--- config.mk ---
export PLATFORM = sky130hd
export DESIGN_NAME = pmem_loader
export DESIGN_NICKNAME = d
export VERILOG_FILES = /design/src/rtl/pmem_pkg.sv /design/src/rtl/pmem_loader.sv
export SDC_FILE = /design/constraint.sdc
export NUM_CORES = 1
export LEC_CHECK = 0
export CAP_MARGIN = 20
export CORE_UTILIZATION = 30
export CTS_CLUSTER_DIAMETER = 200
export DETAILED_ROUTE_END_ITERATION = 10
export MAX_ROUTING_LAYER = met4
export PLACE_DENSITY = 0.91
export SETUP_SLACK_MARGIN = 0.3
export SLEW_MARGIN = 20
export SYNTH_ARGS = -nofsm -noshare
export SYNTH_HDL_FRONTEND = slang
export SYNTH_SLANG_ARGS = --single-unit
--- constraint.sdc ---
create_clock -name sysclk -period 2.2 [get_ports sysclk]
set_input_delay 0.66 -clock sysclk [delete_from_list [all_inputs] [get_ports sysclk]]
set_output_delay 0.66 -clock sysclk [all_outputs]
set_load 0.03 [all_outputs]
--- src/rtl/pmem_pkg.sv ---
// ============================================================================
// Module      : pmem_pkg
// Description : Shared types and constants for the program-memory loader.
//               FSM state encoding, default geometry, memory depth.
// Revision    : 1.0 - initial release
// ============================================================================
`default_nettype none

package pmem_pkg;

    localparam int PMEM_ADDR_W = 6;
    localparam int PMEM_DATA_W = 32;
    localparam int PMEM_DEPTH  = 1 << PMEM_ADDR_W;

    typedef enum logic [1:0] {
        IDLE   = 2'd0,
        LOAD   = 2'd1,
        VERIFY = 2'd2,
        DONE   = 2'd3
    } pmem_state_t;

endpackage

`default_nettype wire

--- src/rtl/pmem_loader.sv ---
// ============================================================================
// Module      : pmem_loader
// Description : Streams a host word sequence into program memory while holding
//               the core in reset, optionally re-reads it and compares a
//               modulo-2^DATA_W checksum before releasing the core.
//               Optional feature macro: PMEM_LOADER_VERIFY_EN (read-back
//               verification pass and checksum registers).
// Revision    : 1.0 - initial release
// ============================================================================
`default_nettype none

module pmem_loader
    import pmem_pkg::*;
#(
    parameter int ADDR_W = PMEM_ADDR_W,
    parameter int DATA_W = PMEM_DATA_W
) (
    input  logic              sysclk,
    input  logic              rst_n,
    input  logic              start,
    input  logic [ADDR_W:0]   word_count,
    input  logic              s_valid,
    input  logic [DATA_W-1:0] s_data,
    output logic              s_ready,
    output logic              pmem_we,
    output logic [ADDR_W-1:0] pmem_addr,
    output logic [DATA_W-1:0] pmem_wd,
    input  logic [DATA_W-1:0] pmem_rd,
    output logic              core_hold,
    output logic              busy,
    output logic              done,
    output logic              err
);

    // Largest legal word_count: the full memory depth.
    localparam logic [ADDR_W:0] c_depth = {1'b1, {ADDR_W{1'b0}}};
    localparam logic [ADDR_W:0] c_one   = {{ADDR_W{1'b0}}, 1'b1};

`ifdef PMEM_LOADER_VERIFY_EN
    localparam pmem_state_t c_after_load = VERIFY;
`else
    localparam pmem_state_t c_after_load = DONE;
`endif

    pmem_state_t       r_state;
    logic [ADDR_W-1:0] r_addr;
    logic [ADDR_W-1:0] r_last;
    logic              r_err;

    logic              w_beat;
    logic              w_last;
    logic              w_start_ok;
    logic [ADDR_W:0]   w_wc_m1;

    assign w_beat     = (r_state == LOAD) && s_valid;
    assign w_last     = (r_addr == r_last);
    assign w_start_ok = (word_count != '0) && (word_count <= c_depth);
    assign w_wc_m1    = word_count - c_one;

`ifdef PMEM_LOADER_VERIFY_EN
    logic [DATA_W-1:0] r_checksum;
    logic [DATA_W-1:0] r_rdsum;
    logic [DATA_W-1:0] w_rdsum_next;

    assign w_rdsum_next = r_rdsum + pmem_rd;
`else
    // Read data is only consumed by the verification pass.
    logic w_unused_rd;
    assign w_unused_rd = ^pmem_rd;
`endif

    // Control FSM: start acceptance, write addressing, verification pass.
    always_ff @(posedge sysclk or negedge rst_n) begin
        if (!rst_n) begin
            r_state    <= IDLE;
            r_addr     <= '0;
            r_last     <= '0;
            r_err      <= 1'b0;
`ifdef PMEM_LOADER_VERIFY_EN
            r_checksum <= '0;
            r_rdsum    <= '0;
`endif
        end else begin
            case (r_state)
                IDLE, DONE: begin
                    if (start) begin
                        r_addr     <= '0;
`ifdef PMEM_LOADER_VERIFY_EN
                        r_checksum <= '0;
                        r_rdsum    <= '0;
`endif
                        if (w_start_ok) begin
                            r_state <= LOAD;
                            r_last  <= w_wc_m1[ADDR_W-1:0];
                            r_err   <= 1'b0;
                        end else begin
                            r_state <= DONE;
                            r_err   <= 1'b1;
                        end
                    end
                end
                LOAD: begin
                    if (w_beat) begin
`ifdef PMEM_LOADER_VERIFY_EN
                        r_checksum <= r_checksum + s_data;
`endif
                        // Counter returns to zero rather than wrapping so the
                        // verify pass starts from the first word.
                        if (w_last) begin
                            r_addr  <= '0;
                            r_state <= c_after_load;
                        end else begin
                            r_addr  <= r_addr + 1'b1;
                        end
                    end
                end
`ifdef PMEM_LOADER_VERIFY_EN
                VERIFY: begin
                    r_rdsum <= w_rdsum_next;
                    if (w_last) begin
                        r_addr  <= '0;
                        r_state <= DONE;
                        r_err   <= (w_rdsum_next != r_checksum);
                    end else begin
                        r_addr  <= r_addr + 1'b1;
                    end
                end
`endif
                default: begin
                    r_state <= IDLE;
                    r_addr  <= '0;
                end
            endcase
        end
    end

    // Memory port and status decode from the registered state.
    always_comb begin
        s_ready   = (r_state == LOAD);
        pmem_we   = w_beat;
        pmem_addr = (w_beat || (r_state == VERIFY)) ? r_addr : '0;
        pmem_wd   = w_beat ? s_data : '0;
        busy      = (r_state == LOAD) || (r_state == VERIFY);
        done      = (r_state == DONE);
        err       = r_err;
        core_hold = !((r_state == DONE) && !r_err);
    end

endmodule

`default_nettype wire

Word-level counts from Yosys, hierarchy flattened
Index checks and enable logic that the tools add are counted.
{ "totals": {"reg_bits": 15, "inputBits": 75} }
{ "classes": {"n_addsub": 2, "magnitude_cmp": 1, "eq_ne": 7, "muxes": 12, "n_reduce_logical": 14} }
{ "op_table": {"columns": ["operator", "count"], "rows": [
  ["$mux W32", 1],
  ["$mux W6", 4],
  ["$pmux W6 S2", 1],
  ["$mux W2", 4],
  ["$le A7 B7 Y1 const B", 1],
  ["$reduce_bool A7 Y1", 1],
  ["$add A6 B1 Y6 const B", 1],
  ["$eq A6 B6 Y1", 1],
  ["$reduce_and A3 Y1", 2],
  ["$sub A6 B1 Y6 const B", 1],
  ["$eq A2 B2 Y1 const B", 2],
  ["$ne A2 B1 Y1 const B", 2],
  ["$pmux W2 S2", 1],
  ["$reduce_and A2 Y1", 2],
  ["$logic_and A1 B1 Y1", 3],
  ["$eq A2 B1 Y1 const B", 1],
  ["$logic_not A1 Y1", 2],
  ["$logic_not A2 Y1", 1],
  ["$logic_or A1 B1 Y1", 2],
  ["$ne A2 B2 Y1 const B", 1],
  ["$reduce_or A2 Y1", 1],
  ["$mux W1", 1]
]} }

Depth between registers and ports, before layout
Gate-level depths: netlist of run 1.
{ "logic_depth": {"word_depth": 5, "depth_mapped": 6, "mapped_depth_nobuf": 6} }

Worst setup path after synthesis of run 1
OpenSTA, ideal clock, no wires.
{ "synth_path": {"path_type": "register to output", "start": "register r_state[1]", "end": "output port pmem_addr[0]", "t_arrival_ps": 2017, "slack_ps": -477, "path_stages_with_launch": 7, "path_buffers": 1, "cell_sequence": "dfrtp_1 -> inv_1 -> ha_1 -> clkbuf_1 -> and2_1 -> nor2_1 -> nor2b_1"} }
{ "synth_between": {"elab_chain_cells": 4, "word_cells_on_any_way": 5, "cone_classes": "eq/ne (2); mux (1); reduce/logical (2)"} }
{ "synth_lines": {"columns": ["item", "line_no", "rtl"], "rows": [
  ["start: declaration", "pmem_loader.sv:45", "pmem_state_t r_state;"],
  ["start signal: assignment", "pmem_loader.sv:111", "r_state <= c_after_load;"],
  ["$eq A2 B1 Y1", null, null],
  ["named net s_ready", "pmem_loader.sv:24", "output logic s_ready,"],
  ["$logic_and A1 B1 Y1", "pmem_loader.sv:55", "assign w_beat = (r_state == LOAD) && s_valid;"],
  ["named net pmem_we", "pmem_loader.sv:25", "output logic pmem_we,"],
  ["$logic_or A1 B1 Y1", "pmem_loader.sv:141", "pmem_addr = (w_beat || (r_state == VERIFY)) ? r_addr : '0;"],
  ["$mux W6", "pmem_loader.sv:141", null],
  ["end: declaration", "pmem_loader.sv:26", "output logic [ADDR_W-1:0] pmem_addr,"]
]} }
The timed path passes the listed nets, and every way through them passes these cells.

Worst setup path after layout of run 1
{ "layout_path": {"start": "register r_state[1]", "end": "output port pmem_addr[3]"} }
{ "layout_between": {"elab_chain_cells": 4, "word_cells_on_any_way": 5, "cone_classes": "eq/ne (2); mux (1); reduce/logical (2)"} }
{ "layout_lines": {"columns": ["item", "line_no"], "rows": [
  ["$eq A2 B1 Y1", "pmem_loader.sv:55"],
  ["$logic_and A1 B1 Y1", "pmem_loader.sv:55"],
  ["$logic_or A1 B1 Y1 (*)", "pmem_loader.sv:141"],
  ["$mux W6 (*)", "pmem_loader.sv:141"]
]} }
Mark *: on every way between the ends. The rest lies on a longest branch, timed or not.

==> results of run 1 <==
-- routing by layer --
metal  vias up  share of wire [%]  track usage [%]
met1       725                 34             19.3
li1        746                  -                -
met5         -                  0                -
met2        77                 57             43.0
met3        12                7.3             4.14
met4         0                2.5             10.4
-- metrics by stage --
| stage | util (%) | hold WS [ns] |
|---|---|---|
| 3_5_place_dp | 59.3 | 0.519 |
| 4_1_cts | 70.5 | 0.534 |
| 2_1_floorplan | - | 0.364 |
| 5_1_grt | 72.1 | 0.543 |
| 6_report | 72.1 | 0.531 |
| 3_3_place_gp | 59.3 | 0.513 |
-- kinds of logic (layout without fill, tap and decap cells) --
logic type / after synthesis / in the layout / synth area share (%)
xor+xnor: 12 / 12 / 8.47
flops: 15 / 15 / 30.2
simple gates: 76 / 76 / 36.3
compound gates: 12 / 12 / 7.76
fa+ha+maj: 6 / 6 / 6.05
buf+inv: 14 / 137 / 4.23
mux: 8 / 8 / 6.96
-- registers in the layout, indices dropped and copies added, names as in the netlist --
signal	count
r_last	6
r_addr	6
err	1
r_state	2
-- power groups by stage --
stage | clock network (uW) | registers (uW) | logic [uW]
final | 235 | 475 | 2000
after global routing | 246 | 495 | 2120
after CTS | 238 | 473 | 1900
after detailed placement | 0 | 479 | 1460
after global placement | 0 | 475 | 1440
after floorplan | 0 | 475 | 966
-- placed cells by master, fill, tap and decap left out, types with 4 or more instances in the layout --
cell and n:
and3_4 29, buf_4 29, buf_6 49, clkdlybuf4s50_1 24, dfrtp_1 15, dlygate4sd2_1 16, inv_1 4, nand2_1 11
nor2_1 6, nor2b_4 6, o21ai_0 4, xnor2_1 10
-- synth_stat cells (2+ instances only) --
master	count
and3_1	32
dfrtp_1	15
nand2_1	11
xnor2_1	10
nor2b_1	9
nor2_1	8
clkbuf_1	7
inv_1	7
ha_1	6
mux2_2	5
o21ai_0	4
mux2i_1	3
nor3_1	3
a21oi_1	2
nand3_1	2
nor4_1	2
or2_2	2
xor2_1	2
-- layout make-up --
type,instances,area (sq um),area share (%)
multi-input combinational,114,1080,37.5
inverter,7,26.3,0.911
clock buffer,3,41.3,1.43
timing repair buffer,126,1290,44.8
clock inverter,1,5.00,0.174
tap,50,62.6,2.17
sequential,15,375,13.0
-- worst max-delay path: cells and delay by family (launching register included) --
family                   cells  cell delay [ns]
AND/OR/NAND/NOR              3             0.32
buffers and inverters        3             0.36
flip-flops                   1             0.40
adder cells (fa/ha/maj)      1             0.16
-- final timing paths --
check | start | endpoint | slack [ns]
max | r_state[1] | pmem_addr[3] | 0.04
min | r_last[2] | r_last[2] | 0.53
max reg2reg | r_state[0] | r_state[1] | 0.26
min reg2reg | r_last[2] | r_last[2] | 0.53
max in group asynchronous | rst_n | r_state[0] | 1.31
min in group asynchronous | rst_n | r_addr[3] | 0.71
-- what timing repair did --
item | CTS | global route
hold buffers | 0 | 0
gates resized for setup | 102 | 17
setup buffers | 16 | 2
setup endpoints to repair | 58 | 52
pin swaps | 12 | 10
cloned | 2 | 0
==> metrics.sh, run 1 <==
STATUS='completed'
PSW_uW=1130
DRC_ERRORS=0
ROUTED_WL_MM=4.76
TIGHTEST_SLEW_NS=0.472
CHIPWIDTH_UM=66.3
CRITPATHARRIVALTIME_NS=1.50
POST-DP-HPWL_MM=2.90
IO_PINS=119
SYN_AVG_CELL_AREA_SQ_UM=8.68
SYNTH.LARGEST_AREA_CELL='dfrtp_1'
CORE_AREA_SQ_UM=4000
GRT_PASS1_WL_MM=6.90
TIMING.CRITICAL_PATH.FANOUT_MAX=6
TOTALNEGATIVESETUPSLACK_NS=0
COMBINATIONALPOWERSHARE_PCT=73.8
P_LEAK_uW=0.00129
CTS-ROOT-TO-SINK-BUFFERS=2
CLOCK_TREE.ROOT_CELL='clkbuf_8'
CLKTRANSATPATHREGS_NS=0.07
FINAL.SETUP.WORST_SLACK_NS=0.0444
STD_CELL_ROWS=23
INSERTEDDIODECOUNT=0
AVGVIACOUNTPERCELL=4.94
CRITICAL-PATH-MAX-STAGE-DELAY_NS=0.40
SKEW_NS=0.00387
HTREEDEPTH=1
TRITONCTS.NUM_BUFFERS=3
YOSYSWARNINGCOUNT=0
CRIT_REQUIRED_NS=1.54
TIMING_WORST_SETUP_PATH_TYPE='reg2out'
FIN_CRIT_SH_PCT=98.0
MAX_CAP_VIOL_COUNT=0
SYN_INST=143
CLOCK_POWER_SHARE_PCT=8.7
SYN-CELL-AREA_SQ_UM=1240
FLOORPLAN.INITIALDENSITY_PCT=31.0
GP_CONGESTION=0.940
POSTSYNTHNETCOUNT=224
MAXIMUM_NUMBER_OF_PINS_ON_ONE_NET_BEFORE_GLOBAL_ROUTE_REPAIR=34
LAYOUT-AREA-OVERHEAD-VS-SYNTH_PCT=132
HOLDPATHSTAGES=1
NETLIST-CELL-TYPE-COUNT=31
INITIALDRTVIOLATIONCOUNT=31
DETAILROUTE.VIA_COUNT=1560
POSTPLACECELLAREA_SQ_UM=2370
PLACE_WORST_SETUP_SLACK_NS=-0.279
SYNTH_TOP_CELLS_BY_AREA='dfrtp_1 30%, and3_1 16%, xnor2_1 7.1%, ha_1 6.0%, mux2_2 4.5%'
MAX-SLEW-MARGIN-REL_PCT=68.2
POWER.SHARE.SWITCHING_PCT=41.9
FINAL.MIN_CLOCK_PERIOD_NS=2.16
FIRST_GLOBAL_VIAS=1504
P_PER_AREA_nW_PER_UM2=939
PWR-SHARE-SEQ_PCT=17.6
HOLDCRITPATHCLASS='reg2reg'
SETUP.WORST_PATH.START_CLASS='flip-flop'
SYNTH_ENABLE_FLOP_CELLS=0
DIE_Y_UM=66.3
SYNTHESIS_STAGE_REGISTER_BIT_COUNT=15
CLK_LATENCY_NS=0.26
DRT_PASS1_ITERATIONS=4
TRITONCTS_NUM_SINKS=15
FILLERINSTANCES=262
SEQ_TOTAL_AREA_YOSYS_PCT=30.2
FINAL_DESIGN_AREA_NO_FILL_SQ_UM=2880
SYNTH_TOP_CELL_AREA_SHARE_PCT=30.2
FINAL_LAYOUT_SIZE_SUFFIX_GT1_SHARE_PCT=56.0
GLOBAL_ROUTE.OVERFLOW_TOTAL=0
VDD_DROP_MAX_mV=0.458
INTPOWER_uW=1570
SETUP_VIOL=0
GRTUSAGETOTAL_PCT=21.7
ANTENNA_VIOLATIONS_BEFORE_REPAIR=0
END_KIND='primary output'
NUMPORTBUFFERS=86
TOTAL_POWER_uW=2710
CLOCK_TREE_FROM_TRITONCTS='yes'
FINAL-HOLD-VIOLATION-COUNT=0
FINAL_CELL_COUNT_NO_FILL=316
SLEW_VIOL_FINAL=0
WORST-R2R-CELL-COUNT=8
ANTENNA_LEFT=0
SYNTH-ASYNC-RESET-RATIO_PCT=100
CRITICAL_PATH.CELL_CHAIN='inv_2, ha_4, and2_4, nor2_4, buf_12, nor2b_4, buf_6'
FP.DIEAREA_SQ_UM=4400
FINALNETCOUNT=348
YS_DOMINANT_REG_CELL='dfrtp_1'
POST_DRT_WL_PER_CELL_UM=15.1
FMAX_MHz=464
PLACE.DETAILED.INSTANCES=292
WORST_PATH_MAX_DELAY_CELL='dfrtp_1'
UNREPAIRED_SETUP_ENDPOINTS_AFTER_GLOBAL_ROUTING='yes'
Power figures use the tool's default switching activity.
==> run 2: changes to the inputs <==
- clock period: 2.2 -> 2.7 ns (I/O delays scaled with it)
==> metrics.sh, run 2 (synthesis results as in run 1) <==
STATUS='completed'
FINAL.SETUP.WORST_SLACK_NS=0.277  # +0.232 ns
FIRST_GLOBAL_VIAS=1267  # -16%
POST-DP-HPWL_MM=2.93  # +1.1%
SLEW_VIOL_FINAL=0  # unchanged
NUMPORTBUFFERS=86  # unchanged
CLOCK_TREE.ROOT_CELL='clkbuf_8'
TRITONCTS_NUM_SINKS=15  # unchanged
GLOBAL_ROUTE.OVERFLOW_TOTAL=0  # unchanged
TIMING.CRITICAL_PATH.FANOUT_MAX=1  # -5
ANTENNA_LEFT=0  # unchanged
TOTAL_POWER_uW=1760  # -35%
CRITICAL_PATH.CELL_CHAIN='clkdlybuf4s50_1, and3_1, buf_6'
GRTUSAGETOTAL_PCT=16.9  # -4.8 points
CLKTRANSATPATHREGS_NS=0.06  # about the same
FINISH.UTILIZATION_PCT=59.8  # -12 points
LARGEST_REGISTERS_IN_THE_FINAL_LAYOUT='r_addr: 6 flops, r_last: 6 flops, r_state: 2 flops'
MAXIMUM_NUMBER_OF_PINS_ON_ONE_NET_BEFORE_GLOBAL_ROUTE_REPAIR=24  # -29%
PLACE_WORST_SETUP_SLACK_NS=-0.0388  # +0.240 ns
HOLDPATHSTAGES=2  # +1
CRITICAL_PATH_BUF_INV_COUNT=2  # -1
END_KIND='primary output'
R2R_START='r_state[0]'
MOSTFREQUENTLAYOUTCELL='clkdlybuf4s50_1'
WORST_PATH_MAX_DELAY_CELL='clkdlybuf4s50_1'
TIMING_WORST_SETUP_PATH_TYPE='in2out'
CRITICAL-PATH-MAX-STAGE-DELAY_NS=0.47  # +0.07 ns
CLOCK_TREE_FROM_TRITONCTS='yes'
POSTCTSHOLDBUFS=0  # unchanged
DIE_Y_UM=66.3  # unchanged
P_LEAK_uW=0.00117  # -9.5%
TRITONCTS.NUM_BUFFERS=3  # unchanged
FINAL.MIN_CLOCK_PERIOD_NS=2.42
P_PER_AREA_nW_PER_UM2=737  # -22%
CORE_AREA_SQ_UM=4000  # unchanged
CTS-ROOT-TO-SINK-BUFFERS=2  # unchanged
UNREPAIRED_SETUP_ENDPOINTS_AFTER_GLOBAL_ROUTING='yes'
TOTALNEGATIVESETUPSLACK_NS=0  # unchanged
GRT_PASS1_WL_MM=5.50  # -20%
DRT_PASS1_ITERATIONS=4  # unchanged
REGAREA_SQ_UM=375  # unchanged
AVGVIACOUNTPERCELL=4.79  # -3.0%
FINAL-HOLD-VIOLATION-COUNT=0  # unchanged
INSERTEDDIODECOUNT=0  # unchanged
DETAILROUTE.VIA_COUNT=1388  # -11%
TIGHTEST_SLEW_NS=0.682  # +0.210 ns
VDD_DROP_MAX_mV=0.313  # -32%
POST_DRT_WL_PER_CELL_UM=13.4  # -11%
SETUP_VIOL=0  # unchanged
R2R_END='r_state[1]'
HOLDCRITPATHCLASS='reg2reg'
WORST-R2R-CELL-COUNT=6  # -2
FMAX_MHz=413
FLOORPLAN.INITIALDENSITY_PCT=31.0  # unchanged
R2R_SETUP_SLACK_NS=0.68  # +0.42 ns
FINAL_LAYOUT_SIZE_SUFFIX_GT1_SHARE_PCT=35.4  # -21 points
STD_CELL_ROWS=23  # unchanged
MULTI_INPUT_AREA_SQ_UM=903  # -16%
DRC_ERRORS=0  # unchanged
WORSTHOLDSTART='err'
CHIPWIDTH_UM=66.3  # unchanged
LAYOUT_COMMON_CELLS='37 x clkdlybuf4s50_1, 28 x and3_1, 26 x buf_6, 26 x buf_4, 15 x dfrtp_1'
GP_CONGESTION=0.943  # +0.28%
FP.DIEAREA_SQ_UM=4400  # unchanged
FIN_CRIT_SH_PCT=89.7
POSTPLACECELLAREA_SQ_UM=2190  # -7.9%
LAYOUT-AREA-OVERHEAD-VS-SYNTH_PCT=92.8
FINALNETCOUNT=322  # -7.5%
DESTINATION_OF_THE_WORST_HOLD_PATH='err'
MAX-SLEW-MARGIN-REL_PCT=54.4  # -14 points
MAX_CAP_VIOL_COUNT=0  # unchanged
ANTENNA_VIOLATIONS_BEFORE_REPAIR=0  # unchanged
CRIT_REQUIRED_NS=1.89  # +0.35 ns
HTREEDEPTH=1  # unchanged
SKEW_NS=0.00495  # +0.00108 ns
CRITPATHARRIVALTIME_NS=1.61  # +0.11 ns
FINAL_DESIGN_AREA_NO_FILL_SQ_UM=2390  # -17%
CRITICAL-PATH-TOP-DELAY-FAMILY='buffers and inverters'
IO_PINS=119  # unchanged
CLK_LATENCY_NS=0.25  # about the same
ROUTED_WL_MM=3.88  # -19%
SETUP.WORST_PATH.START_CLASS='input port'
INITIALDRTVIOLATIONCOUNT=17  # -45%
FILLERINSTANCES=329  # +26%
run 2: cell types whose count changed in the layout (fill, tap and decap cells not counted), moves of 5 or more:
cell	before	now
and3_1	0	28
dlygate4sd2_1	16	2
dlymetal6s2s_1	1	6
clkdlybuf4s50_1	24	37
and3_4	29	4
buf_6	49	26
run 2: worst min-delay path: cells and delay by family, from the launching register on:
| kind | cells | cell delay (ns) |
|---|---|---|
| compound gates | 1 | 0.05 |
| flops | 1 | 0.36 |
| simple gates | 1 | 0.08 |
run 2: layout make-up:
cell class,count,area share (%)
Sequential cell,15,15.7
Clock buffer,4,1.88
Inverter,7,1.10
Tap cell,50,2.61
Multi-Input combinational cell,114,37.7
Timing Repair Buffer,100,41.0
run 2: how the worst max path moves through the flow:
stage / slack (ns) / startpoint / endpoint / cells past startpoint
floorplan: 0.35 / r_state[1] / pmem_addr[0] / 6
global placement: -0.03 / s_valid / pmem_addr[4] / 6
detailed placement: -0.04 / s_valid / pmem_addr[5] / 6
CTS: 0.30 / s_data[31] / pmem_wd[31] / 3
global route: 0.25 / s_data[28] / pmem_wd[28] / 3
finish: 0.28 / s_data[10] / pmem_wd[10] / 3
run 2: layer usage:
layer  share of wire (%)  global-route usage, %  vias up
met5                   0                      -        -
met4                0.85                   5.32        0
met1                  38                   17.3      632
li1                    -                      -      694
met3                 7.0                   2.76        3
met2                  54                   32.4       59
run 2: per-stage QoR:
| step | hold slack (ns) | std cells |
|---|---|---|
| floorplan | 0.502 | 143 |
| global placement | 0.501 | 282 |
| detailed placement | 0.516 | 282 |
| CTS | 0.532 | 290 |
| global route | 0.547 | 290 |
| finish | 0.520 | 290 |
run 2: what timing repair did:
action	4_1_cts	5_1_grt
setup endpoints to repair	44	32
buffers inserted	4	0
pin swaps	4	3
gates resized for setup	15	33
run 2: where the power goes:
| group | total [uW] | leakage [uW] | internal [uW] | switching (uW) |
|---|---|---|---|---|
| clock | 191 | 0.0000228 | 105 | 86.6 |
| sequential | 388 | 0.000183 | 307 | 80.2 |
| combinational | 1190 | 0.000966 | 552 | 633 |
